===== config.mk =====
export PLATFORM = sky130hd
export DESIGN_NAME = ym_audio_dac
export DESIGN_NICKNAME = d
export VERILOG_FILES = /design/src/rtl/ym_audio_dac.sv
export SDC_FILE = /design/constraint.sdc
export NUM_CORES = 1
export LEC_CHECK = 0
export BUFFER_PORTS_ARGS = -buffer_cell sky130_fd_sc_hd__buf_2
export CAP_MARGIN = 20
export CORE_MARGIN = 1
export CORE_UTILIZATION = 57
export DETAILED_ROUTE_END_ITERATION = 8
export PLACE_DENSITY = 0.78
export SYNTH_ARGS = -nofsm -noshare
export SYNTH_HDL_FRONTEND = slang
export SYNTH_SLANG_ARGS = --single-unit

===== constraint.sdc =====
create_clock -name audio_clk -period 4.5 [get_ports audio_clk]
set_input_delay 0.9 -clock audio_clk [delete_from_list [all_inputs] [get_ports audio_clk]]
set_output_delay 0.9 -clock audio_clk [all_outputs]
set_load 0.01 [all_outputs]

===== src/rtl/ym_audio_dac.sv =====
// ym_audio_dac: low-pass filter, mute ramp and delta-sigma output stage for the 5B/YM2149 expansion audio.
//   audio_clk  : sole clock, rising edge
//   map_enable : synchronous active-low reset
//   audio_in   : 12-bit unsigned sample, taken on each tick
//   mute       : 1 ramps gain to 0, 0 ramps gain to unity
//   sample_out : filtered, gain-scaled sample
//   sample_stb : one-cycle pulse when sample_out updates
//   dac_out    : 1-bit delta-sigma stream, density sample_out/4096
//   ramp_busy  : high while the gain ramp is moving
module ym_audio_dac #(
   parameter int DIV       = 16,
   parameter int LPF_SHIFT = 3
) (
   input  logic        audio_clk,
   input  logic        map_enable,
   input  logic [11:0] audio_in,
   input  logic        mute,
   output logic [11:0] sample_out,
   output logic        sample_stb,
   output logic        dac_out,
   output logic        ramp_busy
);
   localparam int CW = $clog2(DIV);
   localparam int AW = 12 + LPF_SHIFT;
   typedef enum logic [1:0] {MUTED, RAMP_UP, PLAY, RAMP_DOWN} state_t;
   state_t      r_state, w_state_nxt;
   logic [CW-1:0] r_cnt;
   logic [AW-1:0] r_lpf;
   logic [6:0]  r_gain, w_gain_nxt;
   logic        r_tick_d;
   logic [11:0] r_sample_out, r_ds;
   logic        r_stb, r_dac, r_busy;
   logic        w_tick;
   logic [AW-1:0] w_lpf_nxt;
   logic [11:0] w_filt, w_scaled;
   logic [12:0] w_ds_sum;
   assign w_tick     = r_cnt == CW'(DIV - 1);
   // accumulator holds 2^LPF_SHIFT * filtered value; the true result always fits AW bits
   assign w_lpf_nxt  = r_lpf + AW'(audio_in) - (r_lpf >> LPF_SHIFT);
   assign w_filt     = r_lpf[AW-1:LPF_SHIFT];
   assign w_scaled   = 12'((19'(w_filt) * 19'(r_gain)) >> 6);
   assign w_ds_sum   = {1'b0, r_ds} + {1'b0, r_sample_out};
   assign sample_out = r_sample_out;
   assign sample_stb = r_stb;
   assign dac_out    = r_dac;
   assign ramp_busy  = r_busy;
   // gain steps in the direction of the current state; mute changes redirect the state only
   always_comb begin
      w_state_nxt = r_state;
      w_gain_nxt  = r_gain;
      case (r_state)
         MUTED: begin
            w_gain_nxt = 7'd0;
            if (!mute) w_state_nxt = RAMP_UP;
         end
         RAMP_UP: begin
            if (w_tick && r_gain != 7'd64) w_gain_nxt = r_gain + 7'd1;
            if (mute) w_state_nxt = RAMP_DOWN;
            else if (w_tick && w_gain_nxt == 7'd64) w_state_nxt = PLAY;
         end
         PLAY: begin
            w_gain_nxt = 7'd64;
            if (mute) w_state_nxt = RAMP_DOWN;
         end
         default: begin
            if (w_tick && r_gain != 7'd0) w_gain_nxt = r_gain - 7'd1;
            if (!mute) w_state_nxt = RAMP_UP;
            else if (w_tick && w_gain_nxt == 7'd0) w_state_nxt = MUTED;
         end
      endcase
   end
   always_ff @(posedge audio_clk) begin
      if (!map_enable) begin
         r_state      <= MUTED;
         r_cnt        <= '0;
         r_lpf        <= '0;
         r_gain       <= 7'd0;
         r_tick_d     <= 1'b0;
         r_sample_out <= 12'd0;
         r_stb        <= 1'b0;
         r_ds         <= 12'd0;
         r_dac        <= 1'b0;
         r_busy       <= 1'b0;
      end else begin
         r_state      <= w_state_nxt;
         r_gain       <= w_gain_nxt;
         r_busy       <= w_state_nxt == RAMP_UP || w_state_nxt == RAMP_DOWN;
         r_cnt        <= w_tick ? '0 : r_cnt + 1'b1;
         r_lpf        <= w_tick ? w_lpf_nxt : r_lpf;
         r_tick_d     <= w_tick;
         r_stb        <= r_tick_d;
         r_sample_out <= r_tick_d ? w_scaled : r_sample_out;
         r_ds         <= w_ds_sum[11:0];
         r_dac        <= w_ds_sum[12];
      end
   end
endmodule


==> impl_metrics.json <==
{
  "ctsHoldBuffers": 0,
  "syn_to_final_growth_pct": 12.35,
  "instances_no_fill": 917,
  "routedWlPerCell_um": 15.40,
  "skew_ns": 0.02256,
  "clock_power_share_pct": 32.9,
  "grt_usage_pct": 27.21,
  "dieArea_um2": 11070,
  "synth_compound_area_share_pct": 13.56,
  "whs_path_depth": 2,
  "fin_crit_sh_pct": 97.76,
  "drc": 0,
  "grt_pass1_wl_um": 24260,
  "cts_root_buf": "clkbuf_8",
  "synth_edf_count": 0,
  "postRouteAntennaNets": 0,
  "tightest_slew_ns": 0.6534,
  "path_common_cell": "fa_1",
  "clkTransAtPathRegs_ns": 0.13,
  "hold_end": "r_lpf[0]",
  "cp_num_buf_inv": 3,
  "crit_required_ns": 4.71,
  "cts_tree": "done",
  "syn_nets": 875,
  "switching_share_pct": 29.19,
  "max-cap-violations": 0,
  "muxShareOfSynthArea_pct": 1.649,
  "cp.arrival_ns": 4.61,
  "antenna_found_initial": 0,
  "internal-power_mw": 0.6563,
  "ioPinCount": 30,
  "fin_crit_ns": 4.399,
  "slew_violations": 0,
  "synthCells": 736,
  "r2r_cells": 15,
  "rows": 37,
  "worstPathMaxFanout": 5,
  "numPlacedInstances": 906,
  "cts_buffer_depth": 2,
  "core_area_um2": 10320,
  "synth-main-ff-cell": "dfxtp_1",
  "synth_warnings": 0,
  "hold_violations": 0,
  "place.gp.congestion": 0.8756,
  "slew_headroom_pct": 56.38,
  "dp.final_hpwl_um": 10820,
  "drtIter0Drc": 325,
  "p_sw_mw": 0.2705,
  "cp_top_family": "adder cells",
  "synthXorXnorAreaFrac_pct": 4.761,
  "power_density_nw_per_um2": 135.9,
  "netlist_area_um2": 6071,
  "cts_buffers": 5,
  "portBuffers": 29,
  "r2r-end": "sample_out[11]",
  "hold_start": "r_lpf[0]",
  "reg2reg_slack_ns": 0.10,
  "final_layout_size_suffix_gt1_share_pct": 15.36,
  "p_seq_share_pct": 53.1,
  "routed_wl_um": 14120,
  "timing.rr.start": "r_lpf[10]",
  "ys_seq_area_share_pct": 18.14,
  "ir_drop_v": 0.0001365,
  "num-nets-final": 919,
  "synth_fa_ha_area_share_pct": 32.98,
  "htreeDepth": 2,
  "worst_slack_ns": 0.1008,
  "path_cells": "buf_4 -> and2_1 -> fa_1 -> fa_1 -> fa_1 -> inv_1 -> fa_1 -> inv_1 -> ha_4 -> nand3_1 -> or4_4 -> nand3b_1 -> a31oi_2 -> xnor2_1 -> o21ai_1",
  "die_x_um": 105.2,
  "synth-simple-area-share_pct": 19.68,
  "worst-setup-path-type": "flop to flop",
  "pwr-share-comb_pct": 14.0,
  "fmax_ghz": 0.2273,
  "die_h_um": 105.2,
  "async_flop_share_pct": 0,
  "floorplan.initialDensity_pct": 58.80,
  "setup_viol": 0,
  "endpoint_kind": "flop",
  "grt_pass1_vias": 5358,
  "dp_slack_ns": -0.1076,
  "syn_avg_cell_area_um2": 8.248,
  "slowest_stage": "fa_1",
  "p_leak_nw": 3.276,
  "vias": 5150,
  "slowest_delay_ns": 0.55,
  "drt_pass1_iterations": 5,
  "synth.ff_latch_count": 55,
  "clkLatencyLatePin_ns": 0.34,
  "yosysUniqueCellTypes": 62,
  "synth_top_family_by_area": "adder cells",
  "hold_class": "flop to flop",
  "viasPerCell": 5.616,
  "worst_setup_path_start_kind": "flop",
  "status": "finished, final reports clean",
  "grt_max_degree": 32,
  "clkSinkCount": 55,
  "num_antenna_cells": 0,
  "gr-total-overflow": 0,
  "tns_ns": 0
}
## flip-flops by register name, indices dropped and copies added, names as in the netlist
register    cells
r_state         2
r_cnt           4
sample_stb      1
r_lpf          15
dac_out         1
r_gain          7
r_tick_d        1
sample_out     12
r_ds           12
## placed cells by master, fill, tap and decap left out, types with 8 or more instances in the layout
cell	netlist	layout
buf_4	2	34
and2_1	41	40
xor2_1	9	9
a21oi_1	34	30
fa_1	60	60
nor2_1	59	57
a21o_1	13	13
nand2_1	73	73
xnor2_1	24	24
dfxtp_4	0	8
dfxtp_1	55	42
o21a_1	10	10
mux2i_1	10	10
ha_1	64	58
nor3_1	18	18
o21ai_0	27	24
inv_1	119	117
buf_2	1	29
## per-stage QoR
stage	power [mW]	utilization (%)	hold WS (ns)	cell area, µm²
floorplan	0.6041	-	0.4319	6118
global placement	0.6299	63.10	0.4397	6514
detailed placement	0.6355	63.10	0.4508	6514
CTS	0.9375	64.17	0.4680	6625
global route	0.9637	66.06	0.4804	6820
finish	0.9268	66.06	0.4672	6820
## cell usage after synthesis (13+ instances only)
cell type,count,area [µm²]
a21o_1,13,97.59
a21oi_1,34,170.2
and2_1,41,256.5
clkbuf_1,21,78.83
dfxtp_1,55,1101
fa_1,60,1201
ha_1,64,800.8
inv_1,119,446.7
nand2_1,73,274.0
nor2_1,59,221.5
nor3_1,18,90.09
o21ai_0,27,135.1
xnor2_1,24,210.2
## worst max path at each step
| stage | end | start | depth (start not counted) | slack (ns) |
|---|---|---|---|---|
| 3_3_place_gp | sample_out[4] | r_gain[3] | 17 | 0.06 |
| 6_report | sample_out[11] | r_lpf[10] | 15 | 0.10 |
| 2_1_floorplan | sample_out[4] | r_gain[3] | 19 | 0.01 |
| 4_1_cts | sample_out[9] | r_lpf[9] | 15 | 0.01 |
| 5_1_grt | sample_out[11] | r_lpf[4] | 17 | -0.06 |
| 3_5_place_dp | sample_out[4] | r_gain[6] | 16 | -0.11 |
## repair_timing
item                       4_1_cts  5_1_grt
gates resized for setup          3       49
setup endpoints to repair        5       10
pin swaps                        1       22
setup buffers                    0        3
## tightest hold or removal path: stages (launching register included)
cell	delay, ns
dfxtp_1	0.33
nand2_1	0.05
a21oi_1	0.05
## power by group through the flow
stage | combinational (mW) | clock, mW | sequential [mW]
finish | 0.130 | 0.305 | 0.492
global route | 0.146 | 0.325 | 0.493
CTS | 0.128 | 0.312 | 0.497
detailed placement | 0.128 | 0 | 0.508
global placement | 0.123 | 0 | 0.507
floorplan | 0.0987 | 0 | 0.505
## cell type report
type | instances | area [µm²]
Clock buffer | 5 | 68.82
Clock inverter | 3 | 28.78
Fill cell | 845 | 3503
Inverter | 121 | 456.7
Multi-Input combinational cell | 534 | 4558
Sequential cell | 55 | 1137
Tap cell | 136 | 170.2
Timing Repair Buffer | 63 | 400.4
## logic make-up (layout without fill, tap and decap cells)
| kind of cell | Yosys count | count (layout) |
|---|---|---|
| AND/OR/NAND/NOR | 241 | 241 |
| buffers and inverters | 147 | 192 |
| AO/OA/AOI/OAI | 126 | 126 |
| adder cells (fa/ha/maj) | 124 | 124 |
| flip-flops | 55 | 55 |
| XOR/XNOR | 33 | 33 |
| multiplexers | 10 | 10 |
## per-layer routing
metal / GRT usage (%) / wire length [µm]
met2: 48.68 / 7151
met1: 33.25 / 6081
met4: 9.658 / 322
met5: 0 / 0
met3: 3.681 / 567
(Power assumes the default switching activity.)
